$ cat src/rtl/shiftrows_pipe.sv
// ShiftRows / InvShiftRows stage for a Rijndael datapath with Nb = 4, 6 or 8 columns.
// The byte permutation is pure wiring, captured in a one-deep valid/ready output register.
module shiftrows_pipe #(
  parameter int NB = 4,
  parameter int W  = 32 * NB
) (
  input  logic         int_osc,
  input  logic         reset,
  input  logic         in_valid,
  output logic         in_ready,
  input  logic         in_inv,
  input  logic [W-1:0] in_state,
  output logic         out_valid,
  input  logic         out_ready,
  output logic [W-1:0] out_state,
  output logic         out_inv,
  output logic         rowsdone
);

  if (!(NB == 4 || NB == 6 || NB == 8)) begin : g_bad_nb
    $error("shiftrows_pipe: NB must be 4, 6 or 8");
  end

  // Rijndael uses larger shifts on rows 2 and 3 only for the 256-bit block.
  function automatic int row_off(input int r);
    int off;
    case (r)
      0:       off = 0;
      1:       off = 1;
      2:       off = (NB == 8) ? 3 : 2;
      3:       off = (NB == 8) ? 4 : 3;
      default: off = 0;
    endcase
    return off;
  endfunction

  function automatic logic [W-1:0] shift_rows(input logic [W-1:0] s, input logic inv);
    logic [W-1:0] res;
    int           off;
    int           src;
    res = '0;
    for (int r = 0; r < 4; r++) begin
      off = row_off(r);
      for (int c = 0; c < NB; c++) begin
        if (inv) begin
          src = (c - off + NB) % NB;
        end else begin
          src = (c + off) % NB;
        end
        res[W-1-8*(4*c+r) -: 8] = s[W-1-8*(4*src+r) -: 8];
      end
    end
    return res;
  endfunction

  logic [W-1:0] out_state_q, out_state_d;
  logic         out_inv_q, out_inv_d;
  logic         out_valid_q, out_valid_d;
  logic         rowsdone_q, rowsdone_d;
  logic         accept_s;

  assign in_ready = !out_valid_q || out_ready;
  assign accept_s = in_valid && in_ready;

  // Next-state of the output register: load on accept, clear on drain, hold on stall.
  always_comb begin
    out_state_d = out_state_q;
    out_inv_d   = out_inv_q;
    out_valid_d = out_valid_q;
    rowsdone_d  = 1'b0;
    if (accept_s) begin
      out_state_d = shift_rows(in_state, in_inv);
      out_inv_d   = in_inv;
      out_valid_d = 1'b1;
      rowsdone_d  = 1'b1;
    end else if (out_ready) begin
      out_valid_d = 1'b0;
    end else begin
      out_valid_d = out_valid_q;
    end
  end

  // Output register with synchronous reset.
  always_ff @(posedge int_osc) begin
    if (reset) begin
      out_state_q <= '0;
      out_inv_q   <= 1'b0;
      out_valid_q <= 1'b0;
      rowsdone_q  <= 1'b0;
    end else begin
      out_state_q <= out_state_d;
      out_inv_q   <= out_inv_d;
      out_valid_q <= out_valid_d;
      rowsdone_q  <= rowsdone_d;
    end
  end

  assign out_state = out_state_q;
  assign out_inv   = out_inv_q;
  assign out_valid = out_valid_q;
  assign rowsdone  = rowsdone_q;

endmodule

$ cat config.mk
export PLATFORM = sky130hd
export DESIGN_NAME = shiftrows_pipe
export DESIGN_NICKNAME = d
export VERILOG_FILES = /design/src/rtl/shiftrows_pipe.sv
export SDC_FILE = /design/constraint.sdc
export NUM_CORES = 1
export LEC_CHECK = 0
export BUFFER_PORTS_ARGS = -buffer_cell sky130_fd_sc_hd__buf_2
export CORE_MARGIN = 10
export CORE_UTILIZATION = 46
export CTS_CLUSTER_SIZE = 16
export DETAILED_ROUTE_END_ITERATION = 12
export HOLD_SLACK_MARGIN = 0.06
export PLACE_DENSITY = 0.8
export RECOVER_POWER = 100
export SKIP_CTS_REPAIR_TIMING = 1
export SYNTH_ARGS = -nofsm -noshare
export SYNTH_HDL_FRONTEND = slang
export SYNTH_SLANG_ARGS = --single-unit
$ cat constraint.sdc
create_clock -name int_osc -period 1.7 [get_ports int_osc]
set_clock_uncertainty 0.1 [all_clocks]
set_input_delay 0.255 -clock int_osc [delete_from_list [all_inputs] [get_ports int_osc]]
set_output_delay 0.255 -clock int_osc [all_outputs]
set_load 0.01 [all_outputs]
## After elaboration in Yosys (flattened, before gate mapping)

Index checks and enable logic that the tools add are counted.

- Bits in registers: 131
- Bits in latches: 0
- Memory bits (writable): 0
- Bits in read-only memories: 0
- Input bits: 133
- Output and inout bits: 132
- Word-level logic and storage cells: 199
- Memories: 0

- Add/sub/neg operators: 72
- Multipliers: 0
- Divide/modulo/power cells: 0
- Order comparisons: 0
- Eq/ne operators: 0
- Shifts and indexed selects: 16
- Mux-type cells: 39
- Bitwise logic cells: 32
- Reductions and logical operators: 36

Operators by type and width:

| operator | number |
|---|---|
| 135-bit by 32-bit variable part select with 8-bit output | 16 |
| 27-bit two-way mux | 32 |
| 32-bit by 4-bit adder with 32-bit output, second input constant | 16 |
| 8-bit by 32-bit subtractor with 32-bit output, first input constant | 16 |
| 3-bit by 32-bit adder with 32-bit output, first input constant | 8 |
| 3-bit by 32-bit subtractor with 32-bit output, first input constant | 8 |
| 29-bit by 3-bit adder with 29-bit output, second input constant | 8 |
| 2-bit by 32-bit adder with 32-bit output, first input constant | 4 |
| 32-bit two-way mux | 4 |
| 1-bit by 32-bit subtractor with 32-bit output, first input constant | 4 |
| 2-bit by 32-bit subtractor with 32-bit output, first input constant | 4 |
| 29-bit by 2-bit adder with 29-bit output, second input constant | 4 |
| 2-bit OR reduction | 32 |
| 1-bit AND | 32 |
| 1-bit two-way mux | 3 |
| 2-bit nonzero test | 1 |
| 1-bit logical AND | 1 |
| 1-bit logical NOT | 1 |
| 1-bit logical OR | 1 |

## Longest topological paths before layout

- Depth in word-level cells: 13
- Depth in mapped cells: 6
- Gate-level depth less buffers: 3

## Worst setup path after synthesis

OpenSTA, ideal clock, no wires.

- Path type: register to register
- Start: register out_valid_q (netlist: out_valid)
- End: register out_state_q[22] (netlist: out_state[22])
- Setup time: 0.070 ns
- Arrival time: 1.149 ns
- Data required time: 1.530 ns
- Slack: 0.381 ns
- Stages on the path, launching flop included: 6
- Path buffers: 2
- Clock period less this slack: 1.319 ns
- Cell sequence: dfxtp_1 > nand2b_4 > buf_6 > a21oi_4 > buf_6 > o2bb2ai_1

- Word-level cells in the longest chain between the ends: 3

Ends and longest elaborated chain:

| item | RTL line | text |
|---|---|---|
| start, declared | 58 | `logic out_valid_q, out_valid_d;` |
| start signal, assigned | 93 | `out_valid_q <= out_valid_d;` |
| 1-bit logical NOT | 62 | `assign in_ready = !out_valid_q \|\| out_ready;` |
| 1-bit logical OR | 62 |  |
| 1-bit logical AND | 63 | `assign accept_s = in_valid && in_ready;` |
| end signal, assigned | 91 | `out_state_q <= out_state_d;` |
| end, declared | 56 | `logic [W-1:0] out_state_q, out_state_d;` |

No other way between the ends.
A chain may end at the register's enable or synchronous reset.

## Worst setup path in the final report

- Start: input port in_state[116]
- End: register out_state_q[84] (netlist: out_state[84])

- Word-level cells in the longest chain between the ends: 1

Ends and longest elaborated chain:

| item | RTL line | text |
|---|---|---|
| start, declared | 12 | `input logic [W-1:0] in_state,` |
| 135-bit by 32-bit variable part select with 8-bit output | 50 | `res[W-1-8*(4*c+r) -: 8] = s[W-1-8*(4*src+r) -: 8];` |

No other way between the ends.

==> results.cfg <==
[route]
wirelength_mm = 21.86
dr.pass1.iters = 5
viasPerCell = 5.595
drt_iter0_drc = 456
post-route-drc-count = 0
drtAntennaViolNets = 0
wl_per_cell_um = 21.35
vias = 5729

[place]
dp.cells = 880
dp_hpwl_mm = 12.82
port_buffers = 264
dp_slack_ns = 0.2484
gp_congestion = 0.8360

[synthesis]
synth_seq_cells = 131
synthSimpleGateAreaFrac = 0.06338
synth_compound_area_frac = 0.2828
synthMuxAreaShare = 0.1163
syn_avg_cell_area_um2 = 10.61
synth_fp_nets = 652
synth-xor-area-share = 0
synthCells = 519
synthAdderAreaFrac = 0
synth_warnings = 0
yosysUniqueCellTypes = 17
synth_top_family_by_area = compound AO/OA/AOI/OAI gates
yosysSeqAreaShare = 0.4761
netlist_area_um2 = 5508

[power]
ir_drop_v = 0.0006566
p_seq_frac = 0.390
pwr-share-clk = 0.455
power_frac_comb = 0.154
p_int_uw = 6561
p_sw_uw = 2122
leakagePower_uw = 0.003553
swShare = 0.2444
power.density_nw_per_um2 = 1030

[timing]
fin_tns_setup_ns = 0
timing.hold.ws_ns = 0.03176
slew_violations = 0
fmaxAchievable_mhz = 625.6
rsz0062_at_grt = false
period_share = 0.9403
layout_min_cycle_time_ns = 1.599
hold_viol = 0
setup-violations-final = 0
relSlewSlack = 0.6414
final.setup.worst_slack_ns = 0.1015
tightest_slew_ns = 0.5378

[global_routing]
grt_pass1_vias = 4970
grt_overflow_total = 0
track_usage = 0.1950
grt_pass1_wl_mm = 25.86
grt_max_degree = 72
antenna_found_initial = 2

[floorplan]
io_pins = 265
initial_utilization = 0.4763
die_area_um2 = 16750
row_count = 39
core_um2 = 11560
die_w_um = 129.4
die_h_um = 129.4

[cells_and_area]
mostFrequentLayoutCells = clkbuf_1, dfxtp_1, buf_2, dlygate4sd3_1, a21oi_1
nets = 999
layout_commonest_cell = clkbuf_1
area_growth_pct = 53.09
drive_gt1_frac = 0.2787
final_cells = 1024

[critical_path]
r2r_start = out_valid
crit_required_ns = 1.88
startpoint_type = input pin
worstPathArrival_ns = 1.78
crit_type = in2reg
worstRegToRegCells = 5
crit_fanout = 2
worst_setup_path_end_kind = flip-flop
worstReg2RegEnd = out_state[50]
ff2ff_setup_slack_ns = 0.12

[clocking]
clkLatencyLatePin_ns = 0.41
clk_pin_slew_worst_paths_ns = 0.06
tritoncts = done
cts_max_level = 4
cts_sinks = 131
cts_made_buffers = 17
root_buffer = clkbuf_16
clock_path_buffers = 2

[hold_path]
hold_class = in2reg
hold_end = out_state[70]
hold_start = in_state[102]
holdPathStages = 3

[outcome]
outcome = completed

[run]
drv_cap = 0
-- state kept, by name (all words and copies together), names as in the netlist --
name / flops
out_state: 128
out_inv: 1
out_valid: 1
rowsdone: 1
-- per-stage QoR --
stage	instance area, um2	power (uW)	utilization
after floorplan	5508	4058	-
after global placement	6863	4514	0.5934
after detailed placement	6863	4559	0.5934
after CTS	7510	8497	0.6494
after global routing	8429	8984	0.7289
final	8432	8682	0.7291
-- worst max-delay path by stage --
| stage | startpoint | end | slack, ns | cells past startpoint |
|---|---|---|---|---|
| 3_3_place_gp | out_ready | out_state[119] | 0.31 | 5 |
| 3_5_place_dp | out_ready | out_state[33] | 0.25 | 5 |
| 4_1_cts | out_valid | in_ready | -0.07 | 3 |
| 6_report | in_state[116] | out_state[84] | 0.10 | 5 |
| 2_1_floorplan | out_valid | out_state[22] | 0.38 | 5 |
| 5_1_grt | out_valid | out_state[36] | 0.03 | 5 |
-- layout make-up --
type                    instances  area (um2)
fillers                       793        3133
flip-flops and latches        131        2623
multi-input cells             328        2550
repair buffers                386        2421
clock buffers                  23       498.0
well taps                     143       178.9
clock inverters                 9       148.9
inverters                       2       7.507
diodes                          2       5.005
-- metal layers --
metal / global-route usage / up-vias / routed length (um)
li1: - / 2616 / -
met5: 0 / - / 8
met1: 0.2031 / 2758 / 8169
met2: 0.3143 / 324 / 10540
met3: 0.1191 / 29 / 2737
met4: 0.07870 / 2 / 403
-- Yosys cell counts --
master       n  area, um2
dfxtp_1    131       2623
a21oi_1     66      330.3
nand3_1     65      325.3
a21bo_2     64      640.6
mux2i_1     64      640.6
o2bb2ai_1   64      560.5
buf_2       21      105.1
clkbuf_1    20      75.07
buf_6       10      112.6
buf_1        4      15.01
buf_4        3      22.52
inv_1        2      7.510
a21bo_1      1      10.01
a21oi_4      1      16.27
nand2_1      1      3.750
nand2b_4     1      13.76
nor2b_1      1      6.260
-- critical path, stage by stage --
cell and delay, ns:
dlygate4sd3_1 0.57, buf_2 0.14, mux2i_1 0.17, dlygate4sd3_1 0.59
o2bb2ai_1 0.06
-- power groups by stage --
stage	registers [uW]	clock network, uW	logic (uW)
final	3390	3950	1340
after global routing	3410	4140	1440
after CTS	3370	3990	1130
after detailed placement	3430	0	1130
after global placement	3420	0	1090
after floorplan	3520	0	538
-- cells by family after synthesis --
logic type | Yosys count
buffers and inverters | 60
multiplexers | 64
AO/OA/AOI/OAI | 196
AND/OR/NAND/NOR | 68
flip-flops | 131
Power figures use the tool's default switching activity.
